**src/rtl/fetch_unit.sv**
```systemverilog
// Program counter and instruction-fetch sequencer for the 8-bit core.
// One req/ack memory transaction per instruction, valid/ready to the decoder, squashing on redirect.
module fetch_unit #(
  parameter int                ADDR_W   = 8,
  parameter int                DATA_W   = 8,
  parameter logic [ADDR_W-1:0] RESET_PC = {ADDR_W{1'b0}}
) (
  input  logic              clk,
  input  logic              reset,
  input  logic              en,
  output logic [ADDR_W-1:0] pc_out,
  input  logic [ADDR_W-1:0] pc_inc,
  input  logic              br_taken,
  input  logic [ADDR_W-1:0] br_target,
  output logic              mem_req,
  output logic [ADDR_W-1:0] mem_addr,
  input  logic              mem_ack,
  input  logic [DATA_W-1:0] mem_rdata,
  output logic [DATA_W-1:0] instr,
  output logic [ADDR_W-1:0] instr_pc,
  output logic              instr_valid,
  input  logic              instr_ready
);

  typedef enum logic [1:0] {
    ST_IDLE  = 2'd0,
    ST_REQ   = 2'd1,
    ST_VALID = 2'd2
  } state_e;

  state_e              state_q, state_d;
  logic [ADDR_W-1:0]   pc_q, pc_d;
  logic                mem_req_q, mem_req_d;
  logic [DATA_W-1:0]   instr_q, instr_d;
  logic [ADDR_W-1:0]   instr_pc_q, instr_pc_d;
  logic                instr_valid_q, instr_valid_d;
  logic                squash_q, squash_d;
  logic                fetch_done;

  // An ack completes a real fetch only if no redirect wins this cycle and the
  // transaction it answers was not already squashed by an earlier redirect.
  assign fetch_done = (state_q == ST_REQ) && mem_ack && !br_taken && !squash_q;

  always_ff @(posedge clk) begin
    if (reset) begin
      state_q <= ST_IDLE;
    end else begin
      state_q <= state_d;
    end
  end

  always_comb begin
    state_d = state_q;
    case (state_q)
      ST_IDLE: begin
        if (en) begin
          state_d = ST_REQ;
        end else begin
          state_d = ST_IDLE;
        end
      end
      ST_REQ: begin
        if (fetch_done) begin
          state_d = ST_VALID;
        end else begin
          state_d = ST_REQ;
        end
      end
      ST_VALID: begin
        if (br_taken || instr_ready) begin
          if (en) begin
            state_d = ST_REQ;
          end else begin
            state_d = ST_IDLE;
          end
        end else begin
          state_d = ST_VALID;
        end
      end
      default: begin
        state_d = ST_IDLE;
      end
    endcase
  end

  always_comb begin
    pc_d          = pc_q;
    instr_d       = instr_q;
    instr_pc_d    = instr_pc_q;
    squash_d      = squash_q;
    mem_req_d     = (state_d == ST_REQ);
    instr_valid_d = (state_d == ST_VALID);

    if (br_taken) begin
      pc_d = br_target;
    end else if (fetch_done) begin
      pc_d = pc_inc;
    end else begin
      pc_d = pc_q;
    end

    if (fetch_done) begin
      instr_d    = mem_rdata;
      instr_pc_d = pc_q;
    end else begin
      instr_d    = instr_q;
      instr_pc_d = instr_pc_q;
    end

    // A redirect with no ack leaves the old request outstanding; its ack must be dropped.
    if (state_q == ST_REQ) begin
      if (br_taken) begin
        squash_d = !mem_ack;
      end else if (mem_ack) begin
        squash_d = 1'b0;
      end else begin
        squash_d = squash_q;
      end
    end else begin
      squash_d = 1'b0;
    end
  end

  always_ff @(posedge clk) begin
    if (reset) begin
      pc_q          <= RESET_PC;
      mem_req_q     <= 1'b0;
      instr_q       <= {DATA_W{1'b0}};
      instr_pc_q    <= {ADDR_W{1'b0}};
      instr_valid_q <= 1'b0;
      squash_q      <= 1'b0;
    end else begin
      pc_q          <= pc_d;
      mem_req_q     <= mem_req_d;
      instr_q       <= instr_d;
      instr_pc_q    <= instr_pc_d;
      instr_valid_q <= instr_valid_d;
      squash_q      <= squash_d;
    end
  end

  assign pc_out      = pc_q;
  assign mem_addr    = pc_q;
  assign mem_req     = mem_req_q;
  assign instr       = instr_q;
  assign instr_pc    = instr_pc_q;
  assign instr_valid = instr_valid_q;

endmodule

```
**config.mk**
```make
export PLATFORM = sky130hd
export DESIGN_NAME = fetch_unit
export DESIGN_NICKNAME = d
export VERILOG_FILES = /design/src/rtl/fetch_unit.sv
export SDC_FILE = /design/constraint.sdc
export NUM_CORES = 1
export LEC_CHECK = 0
export BUFFER_PORTS_ARGS = -buffer_cell sky130_fd_sc_hd__buf_2
export CAP_MARGIN = 25
export CORE_MARGIN = 5
export CORE_UTILIZATION = 40
export DETAILED_ROUTE_END_ITERATION = 8
export PLACE_DENSITY = 0.84
export SLEW_MARGIN = 40
export SYNTH_ARGS = -nofsm -noshare
export SYNTH_HDL_FRONTEND = slang
export SYNTH_SLANG_ARGS = --single-unit
```
**constraint.sdc**
```tcl
create_clock -name clk -period 1.3 [get_ports clk]
set_input_delay 0.325 -clock clk [delete_from_list [all_inputs] [get_ports clk]]
set_output_delay 0.325 -clock clk [all_outputs]
set_load 0.005 [all_outputs]
```
==> load_flow_metrics.sql, run 1 <==
INSERT INTO impl_metrics (metric_group, metric, value, unit) VALUES
('setup_path', 'path_depth', '4', ''),
('setup_path', 'critical_path_required', '1.49', 'ns'),
('cts', 'cts_buffer_depth', '2', ''),
('sta', 'final.setup_skew', '0.00856', 'ns'),
('sta', 'postLayoutSetupSlackWorst', '-0.0460', 'ns'),
('sta', 'final.period_utilization', '104', '%'),
('placed_design', 'detailedPlacementHpwl', '2430', 'um'),
('setup_path', 'crit_type', 'reg2reg', ''),
('placed_design', 'numPortBuffers', '63', ''),
('cells_and_area', 'fin_util', '63.1', '%'),
('placed_design', 'detailed_place.area', '0.00167', 'mm^2'),
('setup_path', 'cp_arrival', '1.54', 'ns'),
('yosys', 'yosys_warning_count', '0', ''),
('yosys', 'post_synth_edffs', '0', ''),
('pwr', 'power_leakage', '0.857', 'nW'),
('run_status', 'failed_checks', 'setup timing', ''),
('sta', 'achievable-frequency', '0.743', 'GHz'),
('yosys', 'synth.yosys.seq_area_share', '45.3', '%'),
('detailed_routing', 'postRouteAntennaNets', '0', ''),
('sta', 'setup_violation_total_in_the_final_timing_report', '2', ''),
('detailed_routing', '1st_pass_router_iterations', '4', ''),
('detailed_routing', 'detail_route.wl_per_cell', '14.7', 'um'),
('cts', 'tritoncts_num_sinks', '29', ''),
('floorplanning', 'die_width', '66.6', 'um'),
('grt', 'globalRouteTotalUtil', '15.7', '%'),
('grt', 'grt_antenna_before_repair', '0', ''),
('cts', 'numCtsBuffers', '5', ''),
('yosys', 'synthCells', '146', ''),
('min_path', 'class_of_the_most_critical_hold_timing_path', 'in2reg', ''),
('pwr', 'switchingPower', '0.000552', 'W'),
('setup_path', 'cp-end-kind', 'flop', ''),
('setup_path', 'critPathMaxFanout', '7', ''),
('placed_design', 'dpl_worst_slack', '-0.128', 'ns'),
('yosys', 'post_synth_num_cell_types', '22', ''),
('setup_path', 'crit_path_cell_trace', 'or3b_4 > buf_12 > o21ai_1 > a221oi_1', ''),
('pwr', 'share_seq_of_total_power', '48.1', '%'),
('cts', 'clock_tree_from_tritoncts', 'yes', ''),
('run_status', 'result_of_the_run', 'finished with violations', ''),
('pwr', 'intPower', '0.00143', 'W'),
('setup_path', 'cp_delay_by_family_top', 'simple AND/OR/NAND/NOR gates', ''),
('pwr', 'switching_share', '27.9', '%'),
('setup_path', 'crit_path_launch_type', 'flop', ''),
('sta', 'timing_max_transition_violations_final', '0', ''),
('detailed_routing', 'first_iter_violations', '106', ''),
('setup_path', 'timing.rr.start', 'squash_q', ''),
('yosys', 'syn_avg_cell_area', '8.78', 'um^2'),
('yosys', 'syn_nets', '176', ''),
('placed_design', 'routabilityCongestion', '0.717', ''),
('yosys', 'post_synth_instance_area', '0.00128', 'mm^2'),
('setup_path', 'startpoint', 'squash_q', ''),
('setup_path', 'r2r_setup_slack', '-0.05', 'ns'),
('cells_and_area', 'syn_to_final_growth', '50.2', '%'),
('grt', 'first_global_vias', '1178', ''),
('setup_path', 'worst_r2r_endpoint', 'mem_addr[0]', ''),
('pwr', 'p_per_area', '1030', 'mW/mm^2'),
('setup_path', 'cpMaxStageDelayCell', 'sky130_fd_sc_hd__or3b_4', ''),
('cells_and_area', 'nNetsFinal', '243', ''),
('sta', 'fin_setup_tns', '-0.0693', 'ns'),
('sta', 'finalHoldViolCount', '0', ''),
('yosys', 'synth-async-reset-ratio', '0', '%'),
('floorplanning', 'design.die.area', '0.00444', 'mm^2'),
('cells_and_area', 'diodes', '0', ''),
('cells_and_area', 'layout-drive-gt1-share', '57.9', '%'),
('pwr', 'clockPowerShare', '32.0', '%'),
('cts', 'clk_transition_reported_paths', '0.09', 'ns'),
('grt', 'grt.overflow.total', '0', ''),
('floorplanning', 'die-height', '66.6', 'um'),
('cts', 'root_buffer', 'sky130_fd_sc_hd__clkbuf_4', ''),
('setup_path', 'r2r.worst_path.cells', '4', ''),
('pwr', 'combinational_power_share', '19.9', '%'),
('pwr', 'vdd_ir_drop_max', '456', 'uV');
[sequential cells by signal, summed over array words and instances (netlist names)]
| signal | count |
|---|---|
| state_q | 2 |
| instr_pc | 8 |
| squash_q | 1 |
| mem_addr | 8 |
| instr | 8 |
| mem_req | 1 |
| instr_valid | 1 |
[layer usage]
metal	vias to the layer above	share of wire (%)	track usage, %
met5	-	0	0
met2	51	50	26.7
met4	0	1.7	9.90
li1	660	-	-
met1	650	40	17.2
met3	6	8.5	4.05
[worst min-delay path, delay by kind of cell]
family / cells / cell delay [ns]
AOI/OAI and AO/OA: 1 / 0.05
buffers and inverters: 1 / 0.10
and+or+nand+nor: 1 / 0.05
[cells by family after synthesis]
family,share of synthesized area [%]
simple gates,11.5
buf+inv,14.3
flops,45.3
compound gates,28.9
[layout by cell type (no fill, tap or decap), drive strengths merged]
cell     n
buf     81
dfxtp   29
o21ai   25
nand3   16
a21oi   16
a221oi  10
inv      9
clkbuf   9
a31oi    8
or3b     2
nor2     2
nor3b    1
nor2b    1
nand2b   1
a32oi    1
nand2    1
nor3     1
clkinv   1
[cell usage after synthesis, types with 2 or more instances]
cell type | number | area (um^2)
sky130_fd_sc_hd__a31oi_1 | 8 | 50.1
sky130_fd_sc_hd__a221oi_1 | 7 | 61.3
sky130_fd_sc_hd__nor2_1 | 2 | 7.51
sky130_fd_sc_hd__o21ai_0 | 19 | 95.1
sky130_fd_sc_hd__buf_6 | 3 | 33.8
sky130_fd_sc_hd__dfxtp_1 | 29 | 581
sky130_fd_sc_hd__inv_1 | 9 | 33.8
sky130_fd_sc_hd__o21ai_1 | 6 | 30.0
sky130_fd_sc_hd__clkbuf_1 | 5 | 18.8
sky130_fd_sc_hd__nand3_1 | 16 | 80.1
sky130_fd_sc_hd__buf_2 | 6 | 30.0
sky130_fd_sc_hd__a221oi_2 | 3 | 45.0
sky130_fd_sc_hd__a21oi_1 | 16 | 80.1
sky130_fd_sc_hd__buf_4 | 9 | 67.6
[power by group through the flow]
| stage | registers [W] | clock network, W | logic (W) |
|---|---|---|---|
| 2_1_floorplan | 0.000971 | 0 | 0.000179 |
| 3_3_place_gp | 0.000967 | 0 | 0.000319 |
| 3_5_place_dp | 0.000968 | 0 | 0.000324 |
| 4_1_cts | 0.000948 | 0.000644 | 0.000325 |
| 5_1_grt | 0.000961 | 0.000691 | 0.000427 |
| 6_report | 0.000953 | 0.000633 | 0.000395 |
[layout make-up]
| cell class | count | area, um^2 |
|---|---|---|
| multi-input cells | 85 | 637 |
| clock buffers | 7 | 65.1 |
| repair buffers | 83 | 549 |
| clock inverters | 1 | 5.00 |
| flip-flops and latches | 29 | 582 |
| well taps | 44 | 55.1 |
| inverters | 9 | 33.8 |
| fillers | 273 | 1130 |
[what timing repair did]
action / 4_1_cts / 5_1_grt
setup buffers: 0 / 1
hold buffers: 0 / 0
gates cloned: 0 / 3
endpoints found under the setup margin: 6 / 28
gates resized for setup: 1 / 44
pin swaps: 0 / 16
[metrics by stage]
stage,total power (W),cells,hold slack [ns]
after global routing,0.00208,258,0.227
final,0.00198,258,0.237
after detailed placement,0.00129,246,0.465
after global placement,0.00129,246,0.458
after floorplan,0.00115,146,0.404
after CTS,0.00192,254,0.229
[how the worst min path moves through the flow]
stage | startpoint | to | cells past startpoint
2_1_floorplan | mem_ack | squash_q | 1
3_3_place_gp | instr_pc[7] | instr_pc[7] | 2
3_5_place_dp | instr[6] | instr[6] | 2
4_1_cts | mem_rdata[1] | instr[1] | 3
5_1_grt | mem_rdata[1] | instr[1] | 3
6_report | mem_rdata[6] | instr[6] | 3
No activity file was read; power rests on OpenSTA's default activity.
==> inputs of run 2 (changes only) <==
Settings changed: CELL_PAD_IN_SITES_DETAIL_PLACEMENT from default to 1, CELL_PAD_IN_SITES_GLOBAL_PLACEMENT from default to 2, CORE_UTILIZATION 40 to 22.
==> run 2 against run 1 <==
  * The flow now finishes without violations
  * Die area increased by 68%
  * Count of clock-buffer cells in the layout unchanged
  * Global-route usage decreased by 4.5 points
  * Sequential share of layout area increased by 0.76 points
  * Wire length increased by 9.4%
  * Register-to-register slack improved by 0.07 ns
  * Clock skew decreased by 0.0034 ns
  * Worst hold slack improved by 0.058 ns
  * Sequential cell count unchanged
  * Maximum frequency increased by 5.6%
  * Largest cell class is now sequential cells
  * Critical path depth unchanged
  * Non-clock buffer count increased by 2
==> load_flow_metrics.sql, run 2 (synthesis gave the netlist of run 1 again) <==
INSERT INTO impl_metrics (metric_group, metric, value, unit) VALUES
('cts', 'root_buffer', 'sky130_fd_sc_hd__clkbuf_8', ''),
('floorplanning', 'die_width', '86.4', 'um'),
('cts', 'worst_skew_pair.late_latency', '0.27', 'ns'),
('grt', 'grtUsageMet3', '3.23', '%'),
('cts', 'cts_htree_levels', '2', ''),
('setup_path', 'crit_type', 'reg2reg', ''),
('cells_and_area', 'layout_common_cells', '63 x sky130_fd_sc_hd__buf_2, 28 x sky130_fd_sc_hd__dfxtp_1, 16 x sky130_fd_sc_hd__nand3_1, 16 x sky130_fd_sc_hd__a21oi_1, 16 x sky130_fd_sc_hd__buf_4', ''),
('cells_and_area', 'nNetsFinal', '245', ''),
('setup_path', 'cp_delay_by_family_top', 'simple AND/OR/NAND/NOR gates', ''),
('floorplanning', 'fp-row-count', '27', ''),
('cells_and_area', 'fin_util', '33.7', '%'),
('cells_and_area', 'total_area_of_multi_input_combinational_cells', '559', 'um^2'),
('floorplanning', 'initial_core_util', '23.0', '%'),
('cells_and_area', 'syn_to_final_growth', '46.5', '%'),
('job', 'max-cap-violations', '0', ''),
('sta', 'rsz0062_at_grt', 'true', ''),
('grt', 'pin_count_of_the_biggest_net_entering_global_routing', '19', ''),
('pwr', 'power_leakage', '0.845', 'nW'),
('cts', 'cts_buffer_depth', '2', ''),
('cells_and_area', 'nFillCells', '683', ''),
('setup_path', 'critical_path_required', '1.44', 'ns'),
('setup_path', 'critPathMaxFanout', '16', ''),
('setup_path', 'crit_path_cell_trace', 'or3b_4 > buf_8 > o21ai_2 > a221oi_2', ''),
('setup_path', 'critPathMaxStageDelay', '0.40', 'ns'),
('placed_design', 'detailedPlacementHpwl', '3210', 'um'),
('setup_path', 'cp.buffers_inverters', '1', ''),
('cts', 'clk_transition_reported_paths', '0.06', 'ns'),
('floorplanning', 'io_pins', '64', ''),
('min_path', 'class_of_the_most_critical_hold_timing_path', 'in2reg', ''),
('cts', 'tritoncts_num_sinks', '29', ''),
('detailed_routing', 'postRouteAntennaNets', '0', ''),
('cells_and_area', 'seqCellArea', '582', 'um^2'),
('grt', 'grt.overflow.total', '0', ''),
('sta', 'finalHoldViolCount', '0', ''),
('sta', 'fin_worst_hold_slack', '0.295', 'ns'),
('setup_path', 'cpMaxStageDelayCell', 'sky130_fd_sc_hd__or3b_4', ''),
('setup_path', 'cp_arrival', '1.42', 'ns'),
('grt', 'gr-usage-met1', '14.3', '%'),
('floorplanning', 'design.die.area', '0.00746', 'mm^2'),
('grt', 'grt_antenna_before_repair', '0', ''),
('sta', 'final.period_utilization', '98.0', '%'),
('sta', 'timing_max_transition_violations_final', '0', ''),
('sta', 'setup_violation_total_in_the_final_timing_report', '0', ''),
('floorplanning', 'die-height', '86.4', 'um'),
('detailed_routing', 'first_iter_violations', '38', ''),
('sta', 'max_slew.worst_pin.slew', '0.397', 'ns'),
('detailed_routing', '1st_pass_router_iterations', '4', ''),
('sta', 'final.setup_skew', '0.00521', 'ns'),
('detailed_routing', 'detail_route.wl_per_cell', '14.5', 'um'),
('grt', 'grt_pass1_wl', '6780', 'um'),
('placed_design', 'routabilityCongestion', '0.722', ''),
('sta', 'achievable-frequency', '0.785', 'GHz'),
('placed_design', 'dpl_worst_slack', '-0.152', 'ns'),
('setup_path', 'cp-end-kind', 'flop', ''),
('cells_and_area', 'most_common_library_cell_in_the_layout_ignoring_fill_and_taps', 'sky130_fd_sc_hd__buf_2', ''),
('cts', 'clock_tree_from_tritoncts', 'yes', ''),
('floorplanning', 'placeableCoreArea', '0.00557', 'mm^2'),
('grt', 'grt.busiest_layer', 'met2', ''),
('detailed_routing', 'totalWireLength', '4160', 'um'),
('detailed_routing', 'post_drt_via_cell_ratio', '4.64', ''),
('grt', 'globalRouteTotalUtil', '11.3', '%'),
('grt', 'met2_routing_resource_usage_after_global_routing', '17.7', '%'),
('cts', 'numCtsBuffers', '5', ''),
('grt', 'first_global_vias', '1413', ''),
('cells_and_area', 'layout-drive-gt1-share', '50.2', '%'),
('sta', 'final.min_clock_period', '1.27', 'ns'),
('sta', 'remaining_max_slew_budget_at_the_tightest_pin', '73.5', '%'),
('setup_path', 'crit_path_launch_type', 'flop', ''),
('run_status', 'result_of_the_run', 'finished, final reports clean', ''),
('cells_and_area', 'diodes', '0', ''),
('pwr', 'vdd_ir_drop_max', '336', 'uV'),
('placed_design', 'numPortBuffers', '63', ''),
('pwr', 'p_per_area', '1100', 'mW/mm^2'),
('sta', 'postLayoutSetupSlackWorst', '0.0255', 'ns'),
('detailed_routing', 'detailroute.via_count', '1333', ''),
('detailed_routing', 'route.detailed.drc', '0', '');
-- run 2: per-layer routing --
layer	vias up	routed length, um
met3	7	181
met2	36	2020
met5	-	0
met1	629	1900
met4	0	61
li1	661	-
-- run 2: what timing repair did --
item	CTS	global route
setup endpoints to repair	17	22
pin swaps	1	2
resized for setup	7	21
hold buffers	0	0
setup buffers	0	0
-- run 2: report_power, final --
part           total, W  switching (W)  internal (W)
Combinational  0.000368       0.000187      0.000181
Clock          0.000737       0.000318      0.000419
Sequential     0.000953      0.0000281      0.000925
Total           0.00206       0.000533       0.00153
-- run 2: final cells by class --
| cell class | instances | area share, % |
|---|---|---|
| clock buffer | 7 | 4.59 |
| inverter | 9 | 1.80 |
| timing repair buffer | 85 | 28.1 |
| multi-input combinational | 85 | 29.8 |
| sequential | 29 | 31.0 |
| tap | 72 | 4.79 |
-- run 2: per-stage QoR --
| step | total power, W | std cells | instance area [um^2] | setup TNS [ns] |
|---|---|---|---|---|
| floorplan | 0.00115 | 146 | 1290 | -0.225 |
| global placement | 0.00131 | 280 | 1740 | -1.96 |
| detailed placement | 0.00132 | 280 | 1740 | -2.80 |
| CTS | 0.00208 | 287 | 1840 | 0 |
| global route | 0.00217 | 287 | 1880 | -0.213 |
| finish | 0.00206 | 287 | 1880 | 0 |
-- run 2: worst paths after layout --
kind,startpoint,to,slack (ns),cells after the start
worst max register to register,squash_q,mem_addr[5],0.03,4
worst min-delay path,mem_rdata[4],instr[4],0.29,3
worst min register to register,instr[3],instr[3],0.47,2
worst max-delay path,squash_q,mem_addr[5],0.03,4
-- run 2: tightest hold or removal path, delay by kind of cell --
kind | cells | cell delay [ns]
simple gates | 1 | 0.05
compound gates | 1 | 0.05
buf+inv | 1 | 0.10
